[config.mk]
export PLATFORM = sky130hd
export DESIGN_NAME = mem_access_unit
export DESIGN_NICKNAME = d
export VERILOG_FILES = /design/src/rtl/mem_access_pkg.sv /design/src/rtl/mau_lane_align.sv /design/src/rtl/mem_access_unit.sv
export SDC_FILE = /design/constraint.sdc
export NUM_CORES = 1
export LEC_CHECK = 0
export BUFFER_PORTS_ARGS = -buffer_cell sky130_fd_sc_hd__buf_2
export CAP_MARGIN = 20
export CELL_PAD_IN_SITES_DETAIL_PLACEMENT = 1
export CELL_PAD_IN_SITES_GLOBAL_PLACEMENT = 1
export CORE_ASPECT_RATIO = 0.9
export CORE_UTILIZATION = 25
export DETAILED_ROUTE_END_ITERATION = 12
export PLACE_DENSITY = 0.6
export SLEW_MARGIN = 20
export SYNTH_ARGS = -nofsm -noshare
export SYNTH_HDL_FRONTEND = slang
export SYNTH_SLANG_ARGS = --single-unit
[constraint.sdc]
create_clock -name clk -period 2.9 [get_ports clk]
set_clock_uncertainty 0.15 [all_clocks]
set_input_delay 0.58 -clock clk [delete_from_list [all_inputs] [get_ports clk]]
set_output_delay 0.58 -clock clk [all_outputs]
set_load 0.03 [all_outputs]
[src/rtl/mem_access_pkg.sv]
// -----------------------------------------------------------------------------
// mem_access_pkg
// Shared types and constants for the load/store memory access unit:
//   - access size encodings carried on req_size
//   - the access FSM state enumeration
//   - default data-memory capacity
//   - a helper that flags misaligned accesses
// -----------------------------------------------------------------------------
package mem_access_pkg;

    localparam int MEM_BYTES_DEFAULT = 1024;

    typedef enum logic [1:0] {
        SZ_BYTE    = 2'b00,
        SZ_HALF    = 2'b01,
        SZ_WORD    = 2'b10,
        SZ_ILLEGAL = 2'b11
    } size_e;

    typedef enum logic [1:0] {
        IDLE = 2'd0,
        RD   = 2'd1,
        WR   = 2'd2,
        RESP = 2'd3
    } state_e;

    // True for an illegal size or an access not aligned to its natural size.
    function automatic logic bad_size_or_align(input size_e size, input logic [1:0] offset);
        case (size)
            SZ_BYTE: return 1'b0;
            SZ_HALF: return offset[0];
            SZ_WORD: return offset != 2'b00;
            default: return 1'b1;
        endcase
    endfunction

endpackage

[src/rtl/mau_lane_align.sv]
// -----------------------------------------------------------------------------
// mau_lane_align
// Purely combinational big-endian lane handling for mem_access_unit.
//   size       : access size (byte / halfword / word)
//   offset     : byte offset within the word (addr[1:0])
//   is_signed  : sign-extend byte/halfword loads when high
//   rdata      : word read from memory, used for load extraction
//   old_word   : word captured by the read phase of a read-modify-write
//   wdata      : right-justified store data
//   load_data  : extracted, right-justified and extended load result
//   merged     : old_word with only the addressed lane replaced by wdata
// Offset 0 is the most significant byte (bits 31:24).
// -----------------------------------------------------------------------------
module mau_lane_align
    import mem_access_pkg::*;
(
    input  size_e       size,
    input  logic [1:0]  offset,
    input  logic        is_signed,
    input  logic [31:0] rdata,
    input  logic [31:0] old_word,
    input  logic [31:0] wdata,
    output logic [31:0] load_data,
    output logic [31:0] merged
);

    logic [7:0]  lane_byte;
    logic [15:0] lane_half;

    always_comb begin
        // NOTE: every output of a combinational block gets a default first,
        // so no path through the case statements can infer a latch.
        lane_byte = 8'h00;
        case (offset)
            2'd0: lane_byte = rdata[31:24];
            2'd1: lane_byte = rdata[23:16];
            2'd2: lane_byte = rdata[15:8];
            2'd3: lane_byte = rdata[7:0];
            default: lane_byte = 8'h00;
        endcase
        lane_half = offset[1] ? rdata[15:0] : rdata[31:16];

        load_data = rdata;
        case (size)
            SZ_BYTE: load_data = {{24{is_signed & lane_byte[7]}}, lane_byte};
            SZ_HALF: load_data = {{16{is_signed & lane_half[15]}}, lane_half};
            default: load_data = rdata;
        endcase
    end

    always_comb begin
        merged = old_word;
        case (size)
            SZ_BYTE: begin
                case (offset)
                    2'd0: merged[31:24] = wdata[7:0];
                    2'd1: merged[23:16] = wdata[7:0];
                    2'd2: merged[15:8]  = wdata[7:0];
                    2'd3: merged[7:0]   = wdata[7:0];
                    default: merged = old_word;
                endcase
            end
            SZ_HALF: begin
                if (offset[1]) merged[15:0]  = wdata[15:0];
                else           merged[31:16] = wdata[15:0];
            end
            default: merged = wdata;
        endcase
    end

endmodule

[src/rtl/mem_access_unit.sv]
// -----------------------------------------------------------------------------
// mem_access_unit
// Processor-side load/store unit in front of a word-wide, big-endian data
// memory with combinational read data.  Byte and halfword stores are done as
// read-modify-write.
//   clk, rst_n          : clock, asynchronous active-low reset
//   req_valid/req_ready : request handshake (ready only in IDLE)
//   req_we/size/signed  : store flag, access size, sign-extend loads
//   req_addr/req_wdata  : byte address, right-justified store data
//   resp_valid/ready    : response handshake
//   resp_rdata/resp_err : load result (0 for stores/errors), error flag
//   mem_addr/wdata/we   : word-aligned memory address, write word, strobe
//   mem_rdata           : memory read word at mem_addr
// -----------------------------------------------------------------------------
module mem_access_unit
    import mem_access_pkg::*;
#(
    parameter int MEM_BYTES = MEM_BYTES_DEFAULT
) (
    input  logic        clk,
    input  logic        rst_n,
    input  logic        req_valid,
    output logic        req_ready,
    input  logic        req_we,
    input  logic [1:0]  req_size,
    input  logic        req_signed,
    input  logic [31:0] req_addr,
    input  logic [31:0] req_wdata,
    output logic        resp_valid,
    input  logic        resp_ready,
    output logic [31:0] resp_rdata,
    output logic        resp_err,
    output logic [31:0] mem_addr,
    output logic [31:0] mem_wdata,
    input  logic [31:0] mem_rdata,
    output logic        mem_we
);

    state_e      state, state_nx;

    logic        we_q;
    size_e       size_q;
    logic        signed_q;
    logic [31:0] addr_q;
    logic [31:0] wdata_q;
    logic        err_q;
    logic [31:0] cap_q;     // word captured in RD (read-modify-write source)
    logic [31:0] rdata_q;   // registered load result

    logic        accept;
    logic        err_now;
    logic [31:0] load_data;
    logic [31:0] merged;

    assign accept  = (state == IDLE) && req_valid;
    assign err_now = bad_size_or_align(size_e'(req_size), req_addr[1:0])
                     || (req_addr >= 32'(MEM_BYTES));

    mau_lane_align u_lane_align (
        .size      (size_q),
        .offset    (addr_q[1:0]),
        .is_signed (signed_q),
        .rdata     (mem_rdata),
        .old_word  (cap_q),
        .wdata     (wdata_q),
        .load_data (load_data),
        .merged    (merged)
    );

    // State register
    // NOTE: sequential state uses non-blocking assignments so every register
    // samples pre-edge values regardless of block evaluation order.
    always_ff @(posedge clk or negedge rst_n) begin
        if (!rst_n) state <= IDLE;
        else        state <= state_nx;
    end

    // Next-state logic
    always_comb begin
        state_nx = state;
        case (state)
            IDLE: begin
                if (req_valid) begin
                    if (err_now)                          state_nx = RESP;
                    else if (!req_we)                     state_nx = RD;
                    else if (size_e'(req_size) == SZ_WORD) state_nx = WR;
                    else                                  state_nx = RD;
                end
            end
            RD:      state_nx = we_q ? WR : RESP;
            WR:      state_nx = RESP;
            RESP:    state_nx = resp_ready ? IDLE : RESP;
            default: state_nx = IDLE;
        endcase
    end

    // Output logic: memory port is idle (all zero) outside RD and WR.
    always_comb begin
        req_ready  = (state == IDLE);
        resp_valid = (state == RESP);
        resp_err   = (state == RESP) && err_q;
        resp_rdata = rdata_q;
        mem_addr   = 32'h0;
        mem_wdata  = 32'h0;
        mem_we     = 1'b0;
        case (state)
            RD: mem_addr = {addr_q[31:2], 2'b00};
            WR: begin
                mem_addr  = {addr_q[31:2], 2'b00};
                mem_wdata = merged;
                mem_we    = 1'b1;
            end
            default: ;
        endcase
    end

    // Request capture and datapath registers; request fields are only
    // sampled on acceptance, so req_* activity while busy is ignored.
    // NOTE: all captured data is cleared by reset so an aborted access
    // leaves nothing stale visible on resp_rdata.
    always_ff @(posedge clk or negedge rst_n) begin
        if (!rst_n) begin
            we_q     <= 1'b0;
            size_q   <= SZ_BYTE;
            signed_q <= 1'b0;
            addr_q   <= 32'h0;
            wdata_q  <= 32'h0;
            err_q    <= 1'b0;
            cap_q    <= 32'h0;
            rdata_q  <= 32'h0;
        end else if (accept) begin
            we_q     <= req_we;
            size_q   <= size_e'(req_size);
            signed_q <= req_signed;
            addr_q   <= req_addr;
            wdata_q  <= req_wdata;
            err_q    <= err_now;
            cap_q    <= 32'h0;
            rdata_q  <= 32'h0;
        end else if (state == RD) begin
            cap_q <= mem_rdata;
            if (!we_q) rdata_q <= load_data;
        end
    end

endmodule
==> key figures <==
Routing
  – Detail Route Antenna Nets: 0
  – Vias/cell: between 4 and 5
  – Routed wire per std cell: about 20 um
  – Initial drt markers: between 400 and 500
  – Drt drc: 0
  – Total number of vias: roughly 6.5k
  – DRT Pass-1 Iters: 5
  – WL final: between 20000 and 30000 um

Worst setup path
  – CP Capture Type: primary output
  – Slowest cell on crit path: dfrtp_2
  – Crit-path cells: buf_12 > o21bai_1 > buf_6 > mux2i_1 > nand2_1 > o211a_1 > buf_2
  – WP data arrival: roughly 2.1 ns
  – Critical path startpoint category: flop
  – Peak per-stage delay on the critical path: ~0.44 ns
  – Required time worst endpoint: around 2.2 ns
  – Setup Crit Path Kind: reg2out
  – CP max FO: 23
  – Reg2reg setup slack: about 0.63 ns

Final layout
  – Final layout net count: 1063
  – Synth-to-layout area growth: 30.4%
  – Fraction of layout cells with a size suffix above 1: 30.0%
  – Fin area: between 9000 and 10000 sq um
  – Post-Layout Cell Count: 1326

Timing
  – Unrepaired setup endpoints after global routing: no
  – Post-layout min period: 2.82 ns
  – # setup viols final: 0
  – Final Cycle Share: a little over nine tenths
  – Worst slew pin tran: slightly above 0.7 ns
  – Fmax: ~350 MHz
  – Max-slew violations: 0
  – Setup_tns: 0 ns
  – Final WS setup: between 0.07 and 0.08 ns
  – Worst slew margin: between 50 and 60%
  – Hold Vio Cnt, Final: 0

Flow run
  – Max-cap viol count: 0

CTS
  – CTS tree: yes
  – Worst-path clk slew: 0.07 ns
  – # H-tree levels: 4
  – Clk Latency, worst-skew pair: roughly 0.43 ns
  – Root buffer cell: clkbuf_16
  – Clock Sinks: about 140
  – Total CTS buffers: 17
  – Clock buffer depth: 2

Logic synthesis
  – Yosys warning count: 0
  – Post-Syn Area: just over 7000 sq um
  – Syn Inst Count: 767
  – Mean Syn Cell Area: 9.17 sq um
  – Top_reg_cell synth: dfrtp_1
  – Yosys cell types: a little over 50
  – Seq cells post-synth: about 140
  – Seq/Total Area, Yosys: roughly half
  – Post-synthesis async set-or-reset flop share: 100%
  – Number of synthesized flops with an enable pin: 0

Die
  – Io pins: between 200 and 250
  – Die Ht: 161 um
  – Initial Util: approximately 26%
  – Core Area: around 27000 sq um
  – Rows: 57
  – Die width: 179 um
  – Die ar.: between 20000 and 30000 sq um

Global routing
  – First-pass GRT wire length: 40700 um
  – Gr usage total: about a fifth
  – Antenna violations before repair: 7
  – Pin count of the biggest net entering global routing: approximately 100
  – Vias in the first global route: approximately 6.5k
  – Gr ovfl total: 0

Placed design
  – Placed instance count: about 1.3k
  – Dpl ws: 0.186 ns
  – IO Port Bufs: 201
  – Placed Area: 8460 sq um
  – GPL Wtd Cong: roughly 0.77
  – DP Wirelength: between 15000 and 20000 um

Power and ir drop
  – Peak supply drop: about 0.54 mV
  – Leak: around 4.8 nW
  – Power density cells: around 1300 nW/um^2
  – Total chip power: around 0.012 W

Run status
  – Run status: finished clean

Hold path
  – HP Class: in2reg
critical path: cells and delay by family, from the launching register on:
kind / cells / cell delay (ns)
compound gates: 2 / 0.32
buf+inv: 3 / 0.53
mux: 1 / 0.26
flops: 1 / 0.44
simple gates: 1 / 0.10
placed cells by master, fill, tap and decap left out, types with 9 or more instances in the layout:
| master | count |
|---|---|
| nand2_1 | 243 |
| buf_2 | 200 |
| dfrtp_1 | 132 |
| mux2i_1 | 56 |
| nor2_1 | 36 |
| o21ai_0 | 34 |
| and2_1 | 32 |
| buf_4 | 20 |
| clkbuf_16 | 18 |
| o211a_1 | 16 |
| a221o_1 | 16 |
| a221oi_1 | 15 |
| nor2b_1 | 9 |
cells in the mapped netlist, types with 10 or more instances:
master,number,area (sq um)
nand2_1,244,916
a221o_1,16,160
dfrtp_1,135,3380
o21ai_0,34,170
mux2i_1,58,581
and2_1,33,206
a221oi_1,15,131
o211a_1,16,160
buf_2,10,50.1
clkbuf_1,38,143
nor2_1,38,143
nor2b_1,10,62.6
sequential cells by signal, summed over array words and instances, names as in the netlist:
register	flops
size_q	2
resp_rdata	32
err_q	1
cap_q	32
signed_q	1
state	2
wdata_q	32
addr_q	32
we_q	1
metal layers:
metal / GRT usage, % / vias to the layer above / part of all wire, %
li1: - / 3024 / -
met1: 27.3 / 3188 / 47
met2: 27.5 / 240 / 43
met3: 5.37 / 41 / 7.4
met4: 5.51 / 6 / 2.1
met5: 0 / - / 0.13
per-stage QoR:
stage               utilization (%)  hold WS, ns
floorplan                         -        0.134
CTS                            33.3        0.168
global route                   33.6        0.181
global placement               31.0        0.300
finish                         33.6        0.177
detailed placement             31.0        0.305
power by group:
group	internal, W	switching [W]
sequential	0.00270	0.000782
combinational	0.00230	0.00387
clock	0.00113	0.000997
total	0.00613	0.00565
worst paths after layout:
kind                       cells after the start                   start                          to
min in group asynchronous                      2                   rst_n   resp_rdata[2]$_DFFE_PN0P_
max                                            7   size_q[0]$_DFFE_PN0P_               mem_wdata[22]
min                                            3             req_addr[2]       addr_q[2]$_DFFE_PN0P_
max in group asynchronous                      3                   rst_n       addr_q[1]$_DFFE_PN0P_
min reg2reg                                    2  addr_q[30]$_DFFE_PN0P_      addr_q[30]$_DFFE_PN0P_
max reg2reg                                    6   addr_q[1]$_DFFE_PN0P_  resp_rdata[28]$_DFFE_PN0P_
cells by family after synthesis:
family                   after synthesis  synth area share, %
AO/OA/AOI/OAI                        142                 15.9
adder cells (fa/ha/maj)                4                0.711
buffers and inverters                 66                 4.07
flip-flops                           135                 48.0
multiplexers                          66                 9.69
other                                  1               0.0533
AND/OR/NAND/NOR                      353                 21.5
final cells by class:
class                   count  area [sq um]
well taps                 354           443
repair buffers            230          1330
flip-flops and latches    135          3380
inverters                   4          15.0
fillers                  3207         18100
multi-input cells         567          3430
clock inverters            14           133
diodes                      4          10.0
clock buffers              18           429
what timing repair did:
| action | CTS | global route |
|---|---|---|
| hold buffers | 1 | 0 |
| endpoints found under the hold margin | 45 | 0 |
| cloned | 0 | 1 |
| setup buffers | 3 | 2 |
| gates resized for setup | 12 | 7 |
| pin swaps | 1 | 0 |
| endpoints found under the setup margin | 31 | 28 |
No activity file was read; power rests on OpenSTA's default activity.
